==> src/rtl/imm_gen_pkg.sv <==
// Shared types and constants for the immediate-generation decode stage.
package imm_gen_pkg;

    localparam int unsigned XLEN_MAX = 64;
    localparam int unsigned ILEN     = 32;

    typedef enum logic [2:0] {
        FMT_NONE  = 3'd0,
        FMT_I     = 3'd1,
        FMT_S     = 3'd2,
        FMT_B     = 3'd3,
        FMT_U     = 3'd4,
        FMT_J     = 3'd5,
        FMT_SHAMT = 3'd6
    } imm_fmt_e;

    localparam logic [6:0] OPC_LOAD    = 7'b0000011;
    localparam logic [6:0] OPC_OPIMM   = 7'b0010011;
    localparam logic [6:0] OPC_OPIMM32 = 7'b0011011;
    localparam logic [6:0] OPC_STORE   = 7'b0100011;
    localparam logic [6:0] OPC_BRANCH  = 7'b1100011;
    localparam logic [6:0] OPC_JAL     = 7'b1101111;
    localparam logic [6:0] OPC_JALR    = 7'b1100111;
    localparam logic [6:0] OPC_LUI     = 7'b0110111;
    localparam logic [6:0] OPC_AUIPC   = 7'b0010111;
    localparam logic [6:0] OPC_OP      = 7'b0110011;
    localparam logic [6:0] OPC_OP32    = 7'b0111011;
    localparam logic [6:0] OPC_FENCE   = 7'b0001111;
    localparam logic [6:0] OPC_SYSTEM  = 7'b1110011;

    // Entry payload sized for the widest datapath; RV32 builds use the low half.
    typedef struct packed {
        logic [ILEN-1:0]     instr;
        logic [XLEN_MAX-1:0] pc;
        logic [XLEN_MAX-1:0] imm;
        imm_fmt_e            fmt;
        logic                illegal;
        logic [XLEN_MAX-1:0] target;
    } entry_t;

endpackage

==> src/rtl/imm_gen_stage_if.sv <==
// Handshake bus between fetch/instruction buffer, the imm-gen stage and register-read.
interface imm_gen_if #(
    parameter int unsigned XLEN       = 32,
    parameter int unsigned INST_WIDTH = 32
);
    import imm_gen_pkg::*;

    logic                  flush;
    logic                  in_valid;
    logic                  in_ready;
    logic [INST_WIDTH-1:0] in_instr;
    logic [XLEN-1:0]       in_pc;
    logic                  out_valid;
    logic                  out_ready;
    logic [INST_WIDTH-1:0] out_instr;
    logic [XLEN-1:0]       out_pc;
    logic [XLEN-1:0]       out_imm;
    imm_fmt_e              out_fmt;
    logic                  out_illegal;
    logic [XLEN-1:0]       out_target;

    modport master (
        output flush, in_valid, in_instr, in_pc, out_ready,
        input  in_ready, out_valid, out_instr, out_pc, out_imm, out_fmt, out_illegal, out_target
    );

    modport slave (
        input  flush, in_valid, in_instr, in_pc, out_ready,
        output in_ready, out_valid, out_instr, out_pc, out_imm, out_fmt, out_illegal, out_target
    );
endinterface

==> src/rtl/imm_decode.sv <==
// Combinational immediate extraction, format classification and PC-relative target.
module imm_decode
    import imm_gen_pkg::*;
#(
    parameter int unsigned XLEN = 32
) (
    input  logic [ILEN-1:0] instr_i,
    input  logic [XLEN-1:0] pc_i,
    output logic [XLEN-1:0] imm_o,
    output imm_fmt_e        fmt_o,
    output logic            illegal_o,
    output logic [XLEN-1:0] target_o
);
    logic [6:0] opc_c;
    logic [2:0] f3_c;
    logic       is_shift_c;
    logic       pc_rel_c;

    assign opc_c      = instr_i[6:0];
    assign f3_c       = instr_i[14:12];
    assign is_shift_c = (f3_c == 3'b001) || (f3_c == 3'b101);

    // Format/immediate select; bit 30 of shift forms is funct7, never immediate.
    always_comb begin
        imm_o     = '0;
        fmt_o     = FMT_NONE;
        illegal_o = 1'b0;
        pc_rel_c  = 1'b0;
        if (instr_i[1:0] != 2'b11) begin
            illegal_o = 1'b1;
        end else begin
            case (opc_c)
                OPC_LOAD, OPC_JALR: begin
                    fmt_o = FMT_I;
                    imm_o = XLEN'($signed(instr_i[31:20]));
                end
                OPC_OPIMM: begin
                    if (is_shift_c) begin
                        fmt_o = FMT_SHAMT;
                        if (XLEN == 64) imm_o = XLEN'(instr_i[25:20]);
                        else            imm_o = XLEN'(instr_i[24:20]);
                    end else begin
                        fmt_o = FMT_I;
                        imm_o = XLEN'($signed(instr_i[31:20]));
                    end
                end
                OPC_OPIMM32: begin
                    if (XLEN != 64) begin
                        illegal_o = 1'b1;
                    end else if (is_shift_c) begin
                        fmt_o = FMT_SHAMT;
                        imm_o = XLEN'(instr_i[24:20]);
                    end else begin
                        fmt_o = FMT_I;
                        imm_o = XLEN'($signed(instr_i[31:20]));
                    end
                end
                OPC_STORE: begin
                    fmt_o = FMT_S;
                    imm_o = XLEN'($signed({instr_i[31:25], instr_i[11:7]}));
                end
                OPC_BRANCH: begin
                    fmt_o    = FMT_B;
                    imm_o    = XLEN'($signed({instr_i[31], instr_i[7], instr_i[30:25],
                                              instr_i[11:8], 1'b0}));
                    pc_rel_c = 1'b1;
                end
                OPC_LUI: begin
                    fmt_o = FMT_U;
                    imm_o = XLEN'($signed({instr_i[31:12], 12'b0}));
                end
                OPC_AUIPC: begin
                    fmt_o    = FMT_U;
                    imm_o    = XLEN'($signed({instr_i[31:12], 12'b0}));
                    pc_rel_c = 1'b1;
                end
                OPC_JAL: begin
                    fmt_o    = FMT_J;
                    imm_o    = XLEN'($signed({instr_i[31], instr_i[19:12], instr_i[20],
                                              instr_i[30:21], 1'b0}));
                    pc_rel_c = 1'b1;
                end
                OPC_OP, OPC_FENCE, OPC_SYSTEM: begin
                    fmt_o = FMT_NONE;
                end
                OPC_OP32: begin
                    illegal_o = (XLEN != 64);
                end
                default: begin
                    illegal_o = 1'b1;
                end
            endcase
        end
    end

    // Target wraps modulo 2^XLEN.
    assign target_o = pc_rel_c ? (pc_i + imm_o) : '0;

endmodule

==> src/rtl/imm_gen_stage.sv <==
// Registered immediate-generation stage with a 2-entry skid buffer and flush.
module imm_gen_stage
    import imm_gen_pkg::*;
#(
    parameter int unsigned XLEN       = 32,
    parameter int unsigned INST_WIDTH = 32
) (
    input  logic     clk,
    input  logic     rst,
    imm_gen_if.slave bus
);
    logic [XLEN-1:0] imm_c;
    logic [XLEN-1:0] target_c;
    imm_fmt_e        fmt_c;
    logic            illegal_c;

    entry_t dec_c;
    entry_t main_q, main_d;
    entry_t skid_q, skid_d;
    logic   main_vld_q, main_vld_d;
    logic   skid_vld_q, skid_vld_d;
    logic   rdy_q;
    logic   in_ready_c;
    logic   accept_c;
    logic   pop_c;
    logic   unused_main_c;

    imm_decode #(.XLEN(XLEN)) u_decode (
        .instr_i   (ILEN'(bus.in_instr)),
        .pc_i      (bus.in_pc),
        .imm_o     (imm_c),
        .fmt_o     (fmt_c),
        .illegal_o (illegal_c),
        .target_o  (target_c)
    );

    // Pack the decoded incoming instruction into an entry.
    always_comb begin
        dec_c.instr   = ILEN'(bus.in_instr);
        dec_c.pc      = XLEN_MAX'(bus.in_pc);
        dec_c.imm     = XLEN_MAX'(imm_c);
        dec_c.fmt     = fmt_c;
        dec_c.illegal = illegal_c;
        dec_c.target  = XLEN_MAX'(target_c);
    end

    // rdy_q holds in_ready low until the first edge after reset release.
    assign in_ready_c = rdy_q && !skid_vld_q;
    assign accept_c   = bus.in_valid && in_ready_c;
    assign pop_c      = main_vld_q && bus.out_ready;

    // FIFO movement between input, skid and main; flush overrides everything.
    always_comb begin
        main_d     = main_q;
        skid_d     = skid_q;
        main_vld_d = main_vld_q;
        skid_vld_d = skid_vld_q;
        if (pop_c) begin
            if (skid_vld_q) begin
                main_d     = skid_q;
                skid_vld_d = 1'b0;
            end else begin
                main_vld_d = 1'b0;
            end
        end
        if (accept_c) begin
            if (!main_vld_q || (pop_c && !skid_vld_q)) begin
                main_d     = dec_c;
                main_vld_d = 1'b1;
            end else begin
                skid_d     = dec_c;
                skid_vld_d = 1'b1;
            end
        end
        if (bus.flush) begin
            main_vld_d = 1'b0;
            skid_vld_d = 1'b0;
        end
    end

    // Entry storage with asynchronous clear of valids and payloads.
    always_ff @(posedge clk or posedge rst) begin
        if (rst) begin
            main_q     <= '0;
            skid_q     <= '0;
            main_vld_q <= 1'b0;
            skid_vld_q <= 1'b0;
            rdy_q      <= 1'b0;
        end else begin
            main_q     <= main_d;
            skid_q     <= skid_d;
            main_vld_q <= main_vld_d;
            skid_vld_q <= skid_vld_d;
            rdy_q      <= 1'b1;
        end
    end

    assign bus.in_ready    = in_ready_c;
    assign bus.out_valid   = main_vld_q;
    assign bus.out_instr   = INST_WIDTH'(main_q.instr);
    assign bus.out_pc      = XLEN'(main_q.pc);
    assign bus.out_imm     = XLEN'(main_q.imm);
    assign bus.out_fmt     = main_q.fmt;
    assign bus.out_illegal = main_q.illegal;
    assign bus.out_target  = XLEN'(main_q.target);

    // Upper payload halves are constant zero in RV32 builds.
    assign unused_main_c = ^main_q;

endmodule

==> src/flat_wrapper.sv <==
// flat-port wrapper written by rule: the top's interface ports become plain ports
module imm_gen_stage_flat import imm_gen_pkg::*;
#(
    parameter int unsigned XLEN       = 32,
    parameter int unsigned INST_WIDTH = 32
)
  (clk, rst, bus_flush, bus_in_valid, bus_in_instr, bus_in_pc, bus_out_ready, bus_in_ready, bus_out_valid, bus_out_instr, bus_out_pc, bus_out_imm, bus_out_fmt, bus_out_illegal, bus_out_target);
  imm_gen_if #(.XLEN(XLEN), .INST_WIDTH(INST_WIDTH)) bus_i ();
  input  logic clk;
  input  logic rst;
  input wire logic [$bits(bus_i.flush)-1:0] bus_flush;
  input wire logic [$bits(bus_i.in_valid)-1:0] bus_in_valid;
  input wire logic [$bits(bus_i.in_instr)-1:0] bus_in_instr;
  input wire logic [$bits(bus_i.in_pc)-1:0] bus_in_pc;
  input wire logic [$bits(bus_i.out_ready)-1:0] bus_out_ready;
  output wire logic [$bits(bus_i.in_ready)-1:0] bus_in_ready;
  output wire logic [$bits(bus_i.out_valid)-1:0] bus_out_valid;
  output wire logic [$bits(bus_i.out_instr)-1:0] bus_out_instr;
  output wire logic [$bits(bus_i.out_pc)-1:0] bus_out_pc;
  output wire logic [$bits(bus_i.out_imm)-1:0] bus_out_imm;
  output wire logic [$bits(bus_i.out_fmt)-1:0] bus_out_fmt;
  output wire logic [$bits(bus_i.out_illegal)-1:0] bus_out_illegal;
  output wire logic [$bits(bus_i.out_target)-1:0] bus_out_target;
  assign bus_i.flush = bus_flush;
  assign bus_i.in_valid = bus_in_valid;
  assign bus_i.in_instr = bus_in_instr;
  assign bus_i.in_pc = bus_in_pc;
  assign bus_i.out_ready = bus_out_ready;
  assign bus_in_ready = bus_i.in_ready;
  assign bus_out_valid = bus_i.out_valid;
  assign bus_out_instr = bus_i.out_instr;
  assign bus_out_pc = bus_i.out_pc;
  assign bus_out_imm = bus_i.out_imm;
  assign bus_out_fmt = bus_i.out_fmt;
  assign bus_out_illegal = bus_i.out_illegal;
  assign bus_out_target = bus_i.out_target;
  imm_gen_stage #(.XLEN(XLEN), .INST_WIDTH(INST_WIDTH)) u_core (.clk(clk), .rst(rst), .bus(bus_i));
endmodule
==> config.mk <==
export PLATFORM = sky130hd
export DESIGN_NAME = imm_gen_stage_flat
export DESIGN_NICKNAME = d
export VERILOG_FILES = /design/src/rtl/imm_gen_pkg.sv /design/src/rtl/imm_gen_stage_if.sv /design/src/rtl/imm_decode.sv /design/src/rtl/imm_gen_stage.sv /design/src/flat_wrapper.sv
export SDC_FILE = /design/constraint.sdc
export NUM_CORES = 1
export LEC_CHECK = 0
export BUFFER_PORTS_ARGS = -buffer_cell sky130_fd_sc_hd__clkbuf_2
export CAP_MARGIN = 10
export CORE_ASPECT_RATIO = 0.75
export CORE_UTILIZATION = 64
export CTS_BUF_LIST = sky130_fd_sc_hd__clkbuf_2 sky130_fd_sc_hd__clkbuf_4 sky130_fd_sc_hd__clkbuf_8
export CTS_CLUSTER_DIAMETER = 120
export DETAILED_ROUTE_END_ITERATION = 12
export PLACE_DENSITY = 0.89
export SLEW_MARGIN = 30
export SYNTH_ARGS = -nofsm -noshare
export SYNTH_HDL_FRONTEND = slang
export SYNTH_SLANG_ARGS = --single-unit
==> constraint.sdc <==
create_clock -name clk -period 15 [get_ports clk]
set_input_delay 2.25 -clock clk [delete_from_list [all_inputs] [get_ports clk]]
set_output_delay 2.25 -clock clk [all_outputs]
set_load 0.005 [all_outputs]
==> metrics.csv <==
stage;metric;value;unit
place;gp_congestion;0.963;
worst_setup_path;end_kind;register;
grt;grt_overflow;0;
finish;drive_above_1_share;0.192;
timing;fin_hold_ws;0.477;ns
power;p_per_area;108;nW/um^2
die;initial_utilization;0.658;
finish;fin_nets;1709;
place;io_buffers;202;
die;fp.dieArea;21600;um^2
timing;final.min_clock_period;5.66;ns
synth;yosys.cell_types.count;66;
timing;report.final.hold_viol_count;0;
timing;rsz0062_at_grt;false;
timing;finClkSkew;0.0174;ns
grt;antenna_found_initial;1;
worst_setup_path;ff2ff_setup_slack;11.83;ns
worst_setup_path;cp-start-kind;input pin;
power;p_leak;8.65;nW
worst_setup_path;reg2reg_to;u_core.bus.out_target[29];
synth;synthFlopType;dfrtp_1;
cts;cts_setup_buffers;0;
die;dieWidth;169;um
timing;slew_violations;0;
grt;grt_pass1_vias;10800;
synth;synth.avg_cell_area;9.28;um^2
synth;synth_edf_count;0;
synth;synth_nets;1546;
flow_run;max_cap_violations;0;
cts;cts.clk_slew.worst_paths;0.06;ns
routing;routed_wl;36900;um
cts;cts_resized;0;
die;rows;45;
routing;dr.pass1.iters;5;
cts;cts_tree;built;
die;fp.coreArea;20400;um^2
grt;groute.layer.met2.usage;0.505;
place;hpwlAfterDp;25600;um
cts;clock-sinks;267;
routing;drt-initial-drc-count;1225;
cts;cts_buffers;40;
worst_setup_path;critPathKind;input pin to register;
timing;fin_crit_sh;0.377;
worst_setup_path;arrival;6.02;ns
cts;clk_path_buf_depth;3;
routing;via_per_inst;6.00;
timing;relSlewSlack;0.368;
worst_setup_path;r2r_start;u_core.bus.out_valid;
routing;drc;0;
grt;grt_pass1_wl;58700;um
grt;grt_max_degree;119;
timing;maxClockFrequency;177;MHz
grt;grt_util_met1;0.529;
finish;area_growth;14.7;%
cts;insertion_delay;0.54;ns
min_path;hp-start;u_core.skid_q[207];
timing;tns;0;ns
routing;dr_total_vias;11500;
routing;wl_per_cell;19.3;um
die;die_h;127;um
cts;h-tree-depth;2;
synth;yosys_warnings;0;
die;ios;203;
synth;synth-seq-cells;267;
worst_setup_path;rr_worst_depth;6;
finish;num-fill-cells;1454;
cts;cts_hold_buf;0;
worst_setup_path;cp_max_fo;14;
grt;busiest_layer;met1;
min_path;min_path_cells;2;
timing;tightest_slew;0.948;ns
grt;grtUsageTotal;0.347;
synth;netlist_area;13400;um^2
min_path;hold_end;u_core.skid_q[207];
finish;layout_commonest_cell;nand2_1;
synth;ys_async_sr_fraction;1.00;
synth;synth_seq_area_share;0.498;
synth;synth_cells;1445;
worst_setup_path;required;15.36;ns
timing;setup_viol;0;
grt;grt_util_met3;0.0871;
finish;final_cell_mix;nand2_1, dfrtp_1, clkbuf_2, o21ai_0, mux2i_1;
cts;root_buffer;clkbuf_8;
power;irDropWorstVdd;0.0941;mV
run_status;status;complete, no violations;
routing;ant_nets;0;
min_path;hp-class;register to register;
## final cells by class
type,count,area (um^2),area share
timing repair buffer,210,1090,0.0708
multi-input combinational,1076,6390,0.415
clock buffer,63,767,0.0498
clock inverter,5,53.8,0.00350
tap,282,353,0.0229
inverter,13,56.3,0.00366
sequential,267,6680,0.434
antenna,1,2.50,0.000163
## Yosys cell counts, types with 6 or more instances
cell type  count  share of area
ha_1          31          0.029
xor2_1        16          0.010
nand4_1        7         0.0033
mux2_2        17          0.014
mux2i_1      125          0.093
a31oi_1        7         0.0033
buf_2          6         0.0022
inv_1         13         0.0036
nand2_1      441           0.12
and2_1        10         0.0047
o21ai_0      160          0.060
a21o_1        30          0.017
a21oi_1       37          0.014
o211ai_1       6         0.0034
and3_1         7         0.0033
xnor2_1        9         0.0059
clkbuf_1      75          0.021
buf_1          7         0.0020
nand3_1       19         0.0071
nor2_1        24         0.0067
o22ai_1       17         0.0079
dfrtp_1      267           0.50
nor3_1        12         0.0045
or3_1          6         0.0028
## worst max-delay path, cell delays in order
cell and delay, ns:
clkbuf_2 0.22, nor4_1 0.47, a21boi_0 0.20, o21bai_1 0.34, and2_1 0.46, a21o_1 0.22
ha_1 0.36, a21o_1 0.24, or3_1 0.30, a221oi_1 0.24, nor3_1 0.11, a211oi_1 0.30
xor2_1 0.22, o22ai_1 0.09
## cells by family (layout without fill, tap and decap cells)
logic type                 after synthesis  in the layout  share of synthesized area
buffers and inverters                  102            291                     0.0297
and+or+nand+nor                        560            560                      0.174
other                                    1              2                   0.000280
xor gates and xnor gates                25             25                     0.0163
AOI/OAI and AO/OA                      316            316                      0.144
DFF                                    267            267                      0.498
muxes                                  142            142                      0.108
adders and majority gates               32             32                     0.0304
## state kept, by name (all words and copies together) (netlist names)
register,flops
u_core.bus.out_imm,32
u_core.bus.out_pc,32
u_core.bus.out_illegal,1
u_core.rdy_q,1
u_core.bus.out_target,32
u_core.skid_q,132
u_core.bus.out_fmt,3
u_core.bus.out_valid,1
u_core.skid_vld_q,1
u_core.bus.out_instr,32
## through the flow
stage	cell area [um^2]	util	power [mW]	instances	setup slack, ns
floorplan	13400	-	0.962	1445	5.40
global placement	14500	0.713	1.04	1848	9.12
detailed placement	14500	0.714	1.06	1848	9.00
CTS	15400	0.754	1.67	1916	9.53
global route	15400	0.755	1.74	1916	9.06
finish	15400	0.755	1.66	1917	9.34
## metal layers
layer,wire length [um],vias up,share of wire
li1,-,5308,-
met5,0,-,0
met2,16200,553,0.44
met1,16600,5601,0.45
met3,3570,45,0.097
met4,575,0,0.016
## worst max-delay path by stage
stage | depth (start not counted) | startpoint | slack (ns) | end
4_1_cts | 14 | bus_in_instr[3] | 9.53 | u_core.bus.out_target[31]
5_1_grt | 14 | bus_in_instr[3] | 9.06 | u_core.bus.out_target[31]
6_report | 14 | bus_in_instr[3] | 9.34 | u_core.bus.out_target[31]
2_1_floorplan | 1 | rst | 5.40 | u_core.bus.out_fmt[0]
3_3_place_gp | 13 | bus_in_instr[3] | 9.12 | u_core.skid_q[26]
3_5_place_dp | 14 | bus_in_instr[3] | 9.00 | u_core.bus.out_target[31]
## report_power, final
| group | internal (mW) | total [mW] | switching [mW] |
|---|---|---|---|
| registers | 0.793 | 0.836 | 0.0429 |
| logic | 0.0812 | 0.211 | 0.130 |
| clock network | 0.341 | 0.617 | 0.276 |
| total | 1.22 | 1.66 | 0.449 |
No activity file was read; power rests on OpenSTA's default activity.
